==> src/rtl/instr_sequencer.sv <==
// Multi-cycle control sequencer for an 18-bit ISA: FETCH/DECODE/EXEC/MEM/WB/HALT.
// Every control output is decoded from the state register and ir, never from inputs.
module instr_sequencer #(
    parameter int              PC_W     = 10,
    parameter logic [PC_W-1:0] RESET_PC = '0
) (
    input  logic            clk,
    input  logic            reset,
    input  logic [17:0]     instr,
    input  logic            alu_zero,
    input  logic            alu_carry,
    input  logic            mem_ready,
    output logic [PC_W-1:0] pc,
    output logic [17:0]     ir,
    output logic            reg_write,
    output logic            mem_read,
    output logic            mem_write,
    output logic            mem_to_reg,
    output logic            alu_src,
    output logic [2:0]      alu_op,
    output logic            zf,
    output logic            cf,
    output logic            halted,
    output logic            illegal
);

    typedef enum logic [2:0] {
        S_FETCH, S_DECODE, S_EXEC, S_MEM, S_WB, S_HALT
    } state_t;

    localparam logic [3:0] OP_ADD  = 4'b0000;
    localparam logic [3:0] OP_AND  = 4'b0001;
    localparam logic [3:0] OP_ADDI = 4'b0010;
    localparam logic [3:0] OP_ANDI = 4'b0011;
    localparam logic [3:0] OP_NAND = 4'b0100;
    localparam logic [3:0] OP_NOR  = 4'b0101;
    localparam logic [3:0] OP_LD   = 4'b0110;
    localparam logic [3:0] OP_ST   = 4'b0111;
    localparam logic [3:0] OP_JUMP = 4'b1000;
    localparam logic [3:0] OP_BEQ  = 4'b1001;
    localparam logic [3:0] OP_BNE  = 4'b1010;
    localparam logic [3:0] OP_BC   = 4'b1011;
    localparam logic [3:0] OP_HALT = 4'b1111;

    state_t state, state_nxt;

    logic [3:0]      opcode;
    logic            is_alu, is_imm, is_ld, is_st, is_jump, is_branch, is_halt, is_illegal;
    logic            take_branch;
    logic [2:0]      op_sel;
    logic [PC_W-1:0] target;

    assign opcode = ir[17:14];
    assign target = PC_W'(ir[9:0]);

    always_comb begin
        is_alu      = 1'b0;
        is_imm      = 1'b0;
        is_ld       = 1'b0;
        is_st       = 1'b0;
        is_jump     = 1'b0;
        is_branch   = 1'b0;
        is_halt     = 1'b0;
        is_illegal  = 1'b0;
        take_branch = 1'b0;
        op_sel      = 3'b000;
        case (opcode)
            OP_ADD:  is_alu = 1'b1;
            OP_AND:  begin is_alu = 1'b1; op_sel = 3'b001; end
            OP_ADDI: begin is_alu = 1'b1; is_imm = 1'b1; end
            OP_ANDI: begin is_alu = 1'b1; is_imm = 1'b1; op_sel = 3'b001; end
            OP_NAND: begin is_alu = 1'b1; op_sel = 3'b010; end
            OP_NOR:  begin is_alu = 1'b1; op_sel = 3'b011; end
            OP_LD:   begin is_ld = 1'b1; is_imm = 1'b1; end
            OP_ST:   begin is_st = 1'b1; is_imm = 1'b1; end
            OP_JUMP: is_jump = 1'b1;
            OP_BEQ:  begin is_branch = 1'b1; take_branch = zf; end
            OP_BNE:  begin is_branch = 1'b1; take_branch = ~zf; end
            OP_BC:   begin is_branch = 1'b1; take_branch = cf; end
            OP_HALT: is_halt = 1'b1;
            default: is_illegal = 1'b1;
        endcase
    end

    always_ff @(posedge clk) begin
        if (reset) state <= S_FETCH;
        else       state <= state_nxt;
    end

    always_comb begin
        state_nxt  = state;
        reg_write  = 1'b0;
        mem_read   = 1'b0;
        mem_write  = 1'b0;
        mem_to_reg = 1'b0;
        alu_src    = 1'b0;
        alu_op     = 3'b000;
        halted     = 1'b0;
        illegal    = 1'b0;
        case (state)
            S_FETCH: state_nxt = S_DECODE;
            S_DECODE: begin
                if (is_halt)         state_nxt = S_HALT;
                else if (is_illegal) begin
                    state_nxt = S_FETCH;
                    illegal   = 1'b1;
                end
                else                 state_nxt = S_EXEC;
            end
            S_EXEC: begin
                alu_src = is_imm;
                alu_op  = op_sel;
                if (is_alu)              state_nxt = S_WB;
                else if (is_ld || is_st) state_nxt = S_MEM;
                else                     state_nxt = S_FETCH;
            end
            S_MEM: begin
                // Enable is held until the memory acknowledges.
                mem_read  = is_ld;
                mem_write = is_st;
                if (mem_ready) state_nxt = is_ld ? S_WB : S_FETCH;
            end
            S_WB: begin
                reg_write  = 1'b1;
                mem_to_reg = is_ld;
                alu_src    = is_imm;
                alu_op     = op_sel;
                state_nxt  = S_FETCH;
            end
            S_HALT: halted = 1'b1;
            default: state_nxt = S_FETCH;
        endcase
    end

    // Branch conditions read the flags as they stood entering EXEC.
    always_ff @(posedge clk) begin
        if (reset) begin
            pc <= RESET_PC;
            ir <= '0;
            zf <= 1'b0;
            cf <= 1'b0;
        end else begin
            case (state)
                S_FETCH: begin
                    ir <= instr;
                    pc <= pc + PC_W'(1);
                end
                S_EXEC: begin
                    if (is_alu) begin
                        zf <= alu_zero;
                        cf <= alu_carry;
                    end else if (is_jump || (is_branch && take_branch)) begin
                        pc <= target;
                    end
                end
                default: ;
            endcase
        end
    end

endmodule

==> config.mk <==
export PLATFORM = sky130hd
export DESIGN_NAME = instr_sequencer
export DESIGN_NICKNAME = d
export VERILOG_FILES = /design/src/rtl/instr_sequencer.sv
export SDC_FILE = /design/constraint.sdc
export NUM_CORES = 1
export LEC_CHECK = 0
export ABC_CLOCK_PERIOD_IN_PS = 2400
export CORE_ASPECT_RATIO = 1.5
export CORE_MARGIN = 2
export CORE_UTILIZATION = 55
export CTS_BUF_LIST = sky130_fd_sc_hd__clkbuf_16
export CTS_CLUSTER_SIZE = 30
export DETAILED_ROUTE_END_ITERATION = 8
export DONT_BUFFER_PORTS = 1
export GPL_ROUTABILITY_DRIVEN = 0
export GPL_TIMING_DRIVEN = 0
export MAX_ROUTING_LAYER = met4
export PLACE_DENSITY = 0.68
export SETUP_SLACK_MARGIN = 0.05
export SYNTH_ARGS = -nofsm -noshare
export SYNTH_HDL_FRONTEND = slang
export SYNTH_SLANG_ARGS = --single-unit
export TNS_END_PERCENT = 20
==> constraint.sdc <==
create_clock -name clk -period 2.4 [get_ports clk]
set_input_delay 0.12 -clock clk [delete_from_list [all_inputs] [get_ports clk]]
set_output_delay 0.12 -clock clk [all_outputs]
set_load 0.005 [all_outputs]
Word-level counts from Yosys, hierarchy flattened
Index checks and enable logic that the tools add are counted.
{"block": "classes", "add_sub_neg": 1, "n_eq_ne": 20, "mux": 29, "n_bitwise": 2, "n_reduce_logical": 15}
{"cell": "$eq A4 B4 Y1 const B", "count": 5}
{"cell": "$mux W10", "count": 2}
{"cell": "$pmux W10 S2", "count": 1}
{"cell": "$eq A4 B3 Y1 const B", "count": 4}
{"cell": "$mux W1", "count": 16}
{"cell": "$mux W3", "count": 5}
{"cell": "$pmux W3 S5", "count": 1}
{"cell": "$reduce_or A13 Y1", "count": 1}
{"cell": "$add A10 B1 Y10 const B", "count": 1}
{"cell": "$eq A4 B2 Y1 const B", "count": 2}
{"cell": "$eq A3 B2 Y1 const B", "count": 2}
{"cell": "$eq A3 B3 Y1 const B", "count": 2}
{"cell": "$ne A2 B2 Y1 const B", "count": 3}
{"cell": "$pmux W2 S3", "count": 1}
{"cell": "$reduce_or A6 Y1", "count": 1}
{"cell": "$eq A4 B1 Y1 const B", "count": 1}
{"cell": "$logic_not A4 Y1", "count": 1}
{"cell": "$mux W2", "count": 2}
{"cell": "$reduce_and A2 Y1", "count": 2}
{"cell": "$reduce_or A2 Y1", "count": 2}
{"cell": "$reduce_or A4 Y1", "count": 1}
{"cell": "$eq A3 B1 Y1 const B", "count": 1}
{"cell": "$logic_not A3 Y1", "count": 1}
{"cell": "$pmux W1 S3", "count": 1}
{"cell": "6 further kinds", "count": 8}
{"block": "totals", "register_bits": 33, "inputBits": 23, "output_inout_bits": 40, "word_cells": 72}

Logic depth before layout (Yosys ltp)
Gate-level depths: netlist of run 1.
{"block": "depth", "depth_word": 8, "depth_mapped": 7}

Least setup slack after synthesis of run 1
No wires, ideal clock.
{"block": "synth_timing", "path_kind": "register -> register", "startpoint": "reg pc[0]", "endpoint": "reg pc[6]", "setup_time_ns": 0.058, "arrival_ns": 1.624, "setup_slack_ns": 0.719, "path_stages_with_launch": 6, "n_path_buf": 0, "cell_sequence": "dfxtp_1 > ha_1 > nand3_1 > or4_1 > a221oi_1 > a31o_2"}
{"block": "synth_between", "elab_chain_cells": 2}
{"element": "start, declared", "line": "13", "rtl": "output logic [PC_W-1:0] pc,"}
{"element": "start signal, assigned", "line": "146", "rtl": "pc <= pc + PC_W'(1);"}
{"element": "start signal, assigned", "line": "153", "rtl": "pc <= target;"}
{"element": "$add A10 B1 Y10", "line": "146"}
{"element": "$pmux W10 S2", "line": "143", "rtl": "case (state)"}
Every way passes these cells.
A chain may end at the register's enable or synchronous reset.

Final worst setup path of run 1
Same ends and word-level chain as after synthesis.

==> reports/qor.csv, run 1 <==
stage,metric,value,unit
outcome,status,finished with violations,
outcome,violations,hold timing,
global_routing,grt-ovfl-total,0,
clocking,ctsResizeCount,0,
synthesis,ys_seq_elements,33,
detailed_routing,viasPerCell,6.160,
cells_and_area,stdcell_count,282,
pwr,ir_drop,784.7,uV
detailed_routing,drt_iter0_markers,84,
synthesis,synth_cell_type_count,50,
global_routing,grt_pass1_wl,7.748,mm
setup_path,critPathCaptureType,flip-flop,
sta,worst_slew_pin_slew,0.5233,ns
sta,slew_headroom,64.21,%
setup_path,crit_family,simple AND/OR/NAND/NOR gates,
clocking,cts.clk_slew.worst_paths,0.05,ns
clocking,tritoncts,done,
setup_path,reg2reg_setup_slack,0.40,ns
hold_path,min-delay-start,instr[12],
synthesis,yosysTopAreaCell,dfxtp_1,
placed_design,port_buffers,0,
detailed_routing,finalWirelength,4.830,mm
cells_and_area,register_area,660.6,sq um
clocking,post-cts-setup-buffers,0,
detailed_routing,drc,0,
sta,fin_hold_ws,-0.002073,ns
pwr,leakagePower,0.7844,nW
cells_and_area,n_antenna_cell,0,
synthesis,yosys_warnings,0,
clocking,cts-root-buf,clkbuf_16,
clocking,htreeDepth,2,
setup_path,worst-setup-path-type,reg2reg,
sta,finalCritPeriodShare,83.26,%
clocking,cts-buffers-inserted,5,
sta,report.final.slew_viol_count,0,
global_routing,grt.total_usage,29.30,%
synthesis,yosys.area.top_type_share,38.71,%
sta,layout_min_cycle_time,1.998,ns
synthesis,syn_area,1707,sq um
synthesis,synthArstFlopShare,0,%
detailed_routing,ant_nets,0,
setup_path,cp.depth,5,
clocking,cts_buffer_depth,2,
floorplanning,coreArea,2943,sq um
pwr,powerDensity,847.8,nW/um^2
setup_path,worstSetupStartpointType,flip-flop,
hold_path,hp-class,in2reg,
cells_and_area,synthToLayoutAreaGrowth,22.21,%
cells_and_area,multi_input_area,918.4,sq um
sta,skew,0.004178,ns
setup_path,r2r-end,pc[6],
clocking,clock_latency,0.27,ns
hold_path,hold_depth,2,
synthesis,synthFlopType,dfxtp_1,
setup_path,crit_required,2.62,ns
placed_design,dp_hpwl,3.288,mm
global_routing,grt_max_degree,11,
sta,grt_setup_unrepaired,no,
global_routing,antenna_found_initial,0,
setup_path,crit_slowest_cell,or4_1,
synthesis,synth_area_per_cell,7.793,sq um
sta,final.setup.tns,0,ns
synthesis,synthTopCellsByArea,"dfxtp_1 (39%), nand2_1 (12%), a21oi_1 (8.2%), o32ai_1 (3.1%), nor3_1 (2.3%)",
floorplanning,io-pin-count,63,
floorplanning,dieArea,3574,sq um
setup_path,arrival,2.22,ns
floorplanning,start_util,57.99,%
cells_and_area,nets,267,
cells_and_area,drive_above_1_share,9.877,%
synthesis,synth-edff-count,0,
sta,hold_violations,1,
floorplanning,chipWidth,49.48,um
setup_path,r2r_start,pc[0],
setup_path,reg2reg_depth,5,
placed_design,place_inst,258,
detailed_routing,firstDrtPassIters,4,
floorplanning,die_h,72.23,um
setup_path,cpPeakStageDelay,0.54,ns
cells_and_area,fillers,269,
clocking,clock-sinks,33,
global_routing,grt_pass1_vias,1649,
synthesis,synth_fp_nets,243,
floorplanning,rows,24,
setup_path,worst-path-buf-inv,0,
setup_path,critPathMaxFanout,8,
detailed_routing,wl_per_cell,17.13,um
detailed_routing,vias,1737,
job,maxCapViolations,0,
setup_path,path_cells,"ha_1, nand3_1, or4_1, a221oi_1, a31o_2",
synthesis,syn_inst,219,
sta,clock.fmax,500.5,MHz
hold_path,holdPathEnd,ir[12],
synthesis,seq_area_frac_synth,38.71,%
sta,setup_viol,0,
sequential cells by signal, summed over array words and instances, names as in the netlist:
register,cells
zf,1
ir,18
pc,10
state,3
cf,1
report_power, final:
group / internal [mW] / total, mW / switching [mW]
clock network: 0.481 / 0.706 / 0.225
registers: 0.613 / 0.697 / 0.0843
logic: 0.143 / 0.365 / 0.222
placed cells by master (no fill, tap or decap), types with 3 or more instances in the layout:
master         synthesis  layout
nor2b_1                3       3
buf_2                  5       5
dlygate4sd3_1          0      17
nand3_1                3       3
a21oi_1               28      28
nor2_1                 7       7
nor3_1                 8       8
buf_4                  3       3
inv_1                  7       7
clkbuf_16              0       5
nand2_1               54      54
dfxtp_1               33      33
o21ai_0                5       5
mux2i_1                3       3
o32ai_1                6       6
a22oi_1                3       3
clkbuf_1               6       6
metrics by stage:
step	cell area [sq um]	utilization [%]	setup slack [ns]	total power [mW]	hold WS (ns)
floorplan	1707	-	0.7186	0.9498	0.2560
global placement	1755	59.65	0.5399	1.028	0.2589
detailed placement	1755	59.65	0.5176	1.042	0.2625
CTS	2086	70.88	0.4139	1.764	0.0009945
global route	2086	70.88	0.2843	1.841	0.008999
finish	2086	70.88	0.4019	1.768	-0.002073
kinds of logic after synthesis:
family	after synthesis	synth area share, %
simple gates	96	27.05
compound gates	60	24.05
flops	33	38.71
buf+inv	25	7.477
mux	3	1.760
fa+ha+maj	1	0.7330
other cells	1	0.2197
synth_stat cells, types with 3 or more instances:
library cell	count
inv_1	7
nor3_1	8
a22oi_1	3
dfxtp_1	33
buf_4	3
o32ai_1	6
o21ai_0	5
a21oi_1	28
nand2_1	54
clkbuf_1	6
nand3_1	3
nor2_1	7
nor2b_1	3
mux2i_1	3
buf_2	5
final cells by class:
class,instances,area share [%]
clock buffers,5,5.999
multi-input cells,161,44.03
well taps,39,2.340
flip-flops and latches,33,31.67
plain buffers,18,4.859
repair buffers,17,8.158
inverters,7,1.260
clock inverters,2,1.680
metal layers:
metal / track usage [%] / up-vias / part of all wire (%)
li1: - / 830 / -
met1: 28.84 / 816 / 35
met2: 54.50 / 78 / 55
met3: 7.819 / 13 / 7.1
met4: 10.80 / 0 / 2.5
met5: - / - / 0
worst max path at each step:
stage	from	endpoint	slack, ns
detailed placement	pc[0]	pc[6]	0.52
global placement	pc[0]	pc[6]	0.54
CTS	state[1]	alu_op[1]	0.41
global route	pc[0]	pc[6]	0.28
floorplan	pc[0]	pc[6]	0.72
finish	pc[0]	pc[6]	0.40
what timing repair did:
| action | in CTS | in global routing |
|---|---|---|
| hold buffers | 17 | 0 |
| endpoints found under the hold margin | 17 | 0 |
| endpoints found under the setup margin | 0 | 0 |
Note: power is estimated with default switching activity, not from simulation.
==> inputs of run 2 (changes only) <==
- ABC_CLOCK_PERIOD_IN_PS: 2400 -> 2000
- clock period: 2.4 -> 2 ns (I/O delays scaled with it)
==> run 2 against run 1 <==
The run now ends clean. Largest power group unchanged. Clock skew about the same. Clock power up 20%. First-iteration DRC count down 3.6%. Critical path depth down 1.
==> reports/qor.csv, run 2 (synthesis results as in run 1) <==
stage,metric,value,unit
outcome,status,finished clean,
job,maxCapViolations,0,
cells_and_area,stdcell_count,285,
sta,final.setup.tns,0,ns
cells_and_area,n_antenna_cell,0,
sta,grt_setup_unrepaired,yes,
detailed_routing,drt_iter0_markers,81,
global_routing,grt.total_usage,29.81,%
sta,hold_violations,0,
clocking,cts_buffer_depth,2,
detailed_routing,firstDrtPassIters,4,
floorplanning,dieArea,3574,sq um
sta,slew_headroom,64.25,%
clocking,clock-sinks,33,
global_routing,grt_pass1_wl,7.872,mm
cells_and_area,drive_above_1_share,11.38,%
pwr,power,2.135,mW
setup_path,arrival,1.82,ns
sta,skew,0.004345,ns
cells_and_area,regMostFlops,ir,
sta,layout_min_cycle_time,1.921,ns
global_routing,grt-ovfl-total,0,
cells_and_area,largest_reg_flops,18,
cells_and_area,layout_common_cells,"nand2_1 (54), dfxtp_1 (31), a21oi_1 (28), dlygate4sd3_1 (20), nor3_1 (8)",
sta,worst_slew_pin_slew,0.5228,ns
placed_design,dp_hpwl,3.288,mm
sta,fin_hold_ws,0.1866,ns
pwr,powerDensity,1002,nW/um^2
sta,finalCritPeriodShare,96.03,%
clocking,tritoncts,done,
detailed_routing,wl_per_cell,17.40,um
setup_path,crit_required,1.90,ns
hold_path,hp-class,in2reg,
setup_path,worstSetupStartpointType,flip-flop,
setup_path,critPathCaptureType,output pin,
hold_path,hold_depth,3,
detailed_routing,finalWirelength,4.958,mm
clocking,cts-buffers-inserted,5,
cells_and_area,nets,270,
pwr,leakagePower,0.7983,nW
detailed_routing,drc,0,
clocking,post-cts-setup-buffers,0,
floorplanning,io-pin-count,63,
sta,report.final.slew_viol_count,0,
detailed_routing,viasPerCell,6.186,
floorplanning,rows,24,
clocking,clock_latency,0.27,ns
floorplanning,coreArea,2943,sq um
cells_and_area,utilization,72.36,%
cells_and_area,synthToLayoutAreaGrowth,24.78,%
sta,setup_viol,0,
cells_and_area,final_common_cell,nand2_1,
cells_and_area,fillers,259,
placed_design,port_buffers,0,
detailed_routing,vias,1763,
cells_and_area,reg_top3,"ir (18), pc (10), state (3)",
floorplanning,die_h,72.23,um
clocking,cts-root-buf,clkbuf_16,
floorplanning,chipWidth,49.48,um
sta,clock.fmax,520.7,MHz
clocking,htreeDepth,2,
clocking,cts.clk_slew.worst_paths,0.05,ns
global_routing,grt_pass1_vias,1663,
setup_path,critPathMaxFanout,9,
setup_path,worst-setup-path-type,reg2out,
floorplanning,start_util,57.99,%
global_routing,antenna_found_initial,0,
placed_design,place_inst,258,
global_routing,grt_max_degree,11,
pwr,ir_drop,945.6,uV
detailed_routing,ant_nets,0,
setup_path,reg2reg_depth,5,
## run 2: power by group
part	internal, mW	leakage (nW)	switching [mW]
clock network	0.577	0.0797	0.269
logic	0.176	0.447	0.271
registers	0.738	0.272	0.103
total	1.49	0.798	0.644
## run 2: final cells by class
class	instances	area, sq um	share of cell area, %
buffer	18	101.3	4.759
clock buffer	5	125.1	5.875
clock inverter	2	35.03	1.645
inverter	7	26.28	1.234
multi-input combinational	161	929.6	43.65
sequential	33	663.1	31.14
tap	39	48.80	2.291
timing repair buffer	20	200.2	9.401
## run 2: final timing paths
check,from,to,slack [ns]
max,state[1],alu_op[1],0.08
min reg2reg,ir[11],ir[11],0.49
min,mem_ready,state[1],0.19
max reg2reg,pc[1],pc[6],0.12
## run 2: what timing repair did
item                                    in CTS  in global routing
hold buffers                                20                  0
resized for setup                            1                  3
endpoints found under the setup margin       2                  3
hold endpoints to repair                    20                  0
## run 2: worst max-delay path, stage by stage (launching register included)
cell      delay [ns]
dfxtp_2         0.39
or3b_2          0.45
clkbuf_2        0.20
a21oi_1         0.26
nor3b_2         0.25
## run 2: metal layers
metal | share of wire [%] | vias to the layer above | routed length, um | global-route usage, %
li1 | - | 838 | - | -
met1 | 35 | 833 | 1746 | 29.02
met2 | 55 | 79 | 2743 | 56.01
met3 | 7.0 | 13 | 346 | 7.819
met4 | 2.5 | 0 | 122 | 10.80
met5 | 0 | - | 0 | -
## run 2: metrics by stage
step           worst slack (ns)  instance area (sq um)
6_report                0.07933                   2130
5_1_grt                0.003616                   2130
4_1_cts                 0.04556                   2117
3_5_place_dp             0.1176                   1755
3_3_place_gp             0.1399                   1755
2_1_floorplan            0.3186                   1707
==> inputs of run 3 (changes only) <==
- PLACE_DENSITY: 0.68 -> 0.7
==> run 3 against run 2 <==
Worst setup slack better by 0.039 ns. Final area fell by 0.29%. Fmax rose by 2.1%. Power about the same. Via count up 1.7%. Non-clock buffer count unchanged. Critical path depth increased by 1. Combinational power hardly changed. Die area stayed put. Critical path type is now reg2reg. Largest cell class unchanged.
==> reports/qor.csv, run 3 (synthesis results as in run 1) <==
stage,metric,value,unit
cells_and_area,largest_reg_flops,18,
cells_and_area,synthToLayoutAreaGrowth,24.41,%
sta,slew_headroom,64.30,%
sta,report.final.slew_viol_count,0,
clocking,cts-root-buf,clkbuf_16,
job,maxCapViolations,0,
pwr,powerDensity,1006,nW/um^2
floorplanning,coreArea,2943,sq um
sta,worst_slew_pin_slew,0.5221,ns
clocking,htreeDepth,2,
clocking,cts_buffer_depth,2,
placed_design,dp_hpwl,3.459,mm
setup_path,critPathMaxFanout,5,
setup_path,crit_required,2.22,ns
clocking,tritoncts,done,
sta,finalCritPeriodShare,94.08,%
floorplanning,rows,24,
floorplanning,die_h,72.23,um
placed_design,port_buffers,0,
setup_path,arrival,2.10,ns
cells_and_area,drive_above_1_share,10.98,%
clocking,clock-sinks,33,
sta,setup_viol,0,
cells_and_area,layout_common_cells,"nand2_1 (54), dfxtp_1 (31), a21oi_1 (28), dlygate4sd3_1 (20), nor3_1 (8)",
detailed_routing,firstDrtPassIters,5,
floorplanning,dieArea,3574,sq um
sta,final.setup.tns,0,ns
detailed_routing,drc,0,
pwr,power,2.136,mW
cells_and_area,n_antenna_cell,0,
global_routing,grt.total_usage,31.09,%
sta,skew,0.003159,ns
detailed_routing,vias,1793,
global_routing,antenna_found_initial,0,
global_routing,grt_pass1_vias,1762,
setup_path,worstSetupStartpointType,flip-flop,
cells_and_area,final_common_cell,nand2_1,
clocking,cts.clk_slew.worst_paths,0.05,ns
sta,hold_violations,0,
global_routing,grt_pass1_wl,8.300,mm
placed_design,place_area,1755,sq um
cells_and_area,regMostFlops,ir,
detailed_routing,ant_nets,0,
pwr,leakagePower,0.7984,nW
sta,clock.fmax,531.5,MHz
setup_path,worst-setup-path-type,reg2reg,
outcome,status,finished clean,
hold_path,hp-class,in2reg,
floorplanning,chipWidth,49.48,um
detailed_routing,drt_iter0_markers,112,
setup_path,critPathCaptureType,flip-flop,
global_routing,grt-ovfl-total,0,
cells_and_area,reg_top3,"ir (18), pc (10), state (3)",
detailed_routing,wl_per_cell,17.75,um
floorplanning,start_util,57.99,%
sta,fin_hold_ws,0.2025,ns
detailed_routing,finalWirelength,5.058,mm
clocking,clock_latency,0.28,ns
sta,layout_min_cycle_time,1.882,ns
clocking,cts-buffers-inserted,5,
floorplanning,io-pin-count,63,
cells_and_area,final_area,2123,sq um
pwr,ir_drop,935.1,uV
sta,grt_setup_unrepaired,yes,
detailed_routing,viasPerCell,6.291,
global_routing,grt_max_degree,11,
cells_and_area,nets,270,
run 3: layout make-up:
cell class / instances / area [sq um]
tap: 39 / 48.80
inverter: 7 / 26.28
clock inverter: 2 / 35.03
multi-input combinational: 161 / 923.4
clock buffer: 5 / 125.1
buffer: 18 / 101.3
sequential: 33 / 663.1
fill: 260 / 819.5
timing repair buffer: 20 / 200.2
run 3: worst paths after layout:
check / to / slack (ns) / cells past startpoint / startpoint
worst max-delay path: pc[6] / 0.12 / 5 / pc[1]
worst min-delay path: state[1] / 0.20 / 3 / mem_ready
worst max register to register: pc[6] / 0.12 / 5 / pc[1]
worst min register to register: ir[12] / 0.48 / 2 / ir[12]
run 3: report_power, final:
part / leakage [nW] / internal, mW / switching [mW]
clock network: 0.0797 / 0.577 / 0.267
logic: 0.447 / 0.177 / 0.271
registers: 0.272 / 0.738 / 0.106
run 3: stage by stage:
| step | std cells | utilization (%) | worst slack, ns |
|---|---|---|---|
| 5_1_grt | 285 | 72.15 | 0.02461 |
| 6_report | 285 | 72.15 | 0.1185 |
| 2_1_floorplan | 219 | - | 0.3186 |
| 3_5_place_dp | 258 | 59.65 | 0.1191 |
| 3_3_place_gp | 258 | 59.65 | 0.1469 |
| 4_1_cts | 285 | 72.07 | 0.06808 |
run 3: repair_timing:
action | 4_1_cts | 5_1_grt
resized for setup | 1 | 2
hold buffers | 20 | 0
hold endpoints to repair | 20 | 0
endpoints found under the setup margin | 1 | 3
buffers inserted | 0 | 0
run 3: per-layer routing:
metal | track usage, % | up-vias | part of all wire [%]
met5 | - | - | 0
met4 | 15.74 | 0 | 3.7
met3 | 10.29 | 19 | 8.4
met2 | 54.05 | 112 | 52
met1 | 30.82 | 821 | 36
li1 | - | 841 | -
run 3: critical path, stage by stage, from the launching register on:
cell	delay, ns
dfxtp_1	0.44
ha_1	0.26
nand3_1	0.21
or4_1	0.51
a221oi_1	0.27
a31o_2	0.14
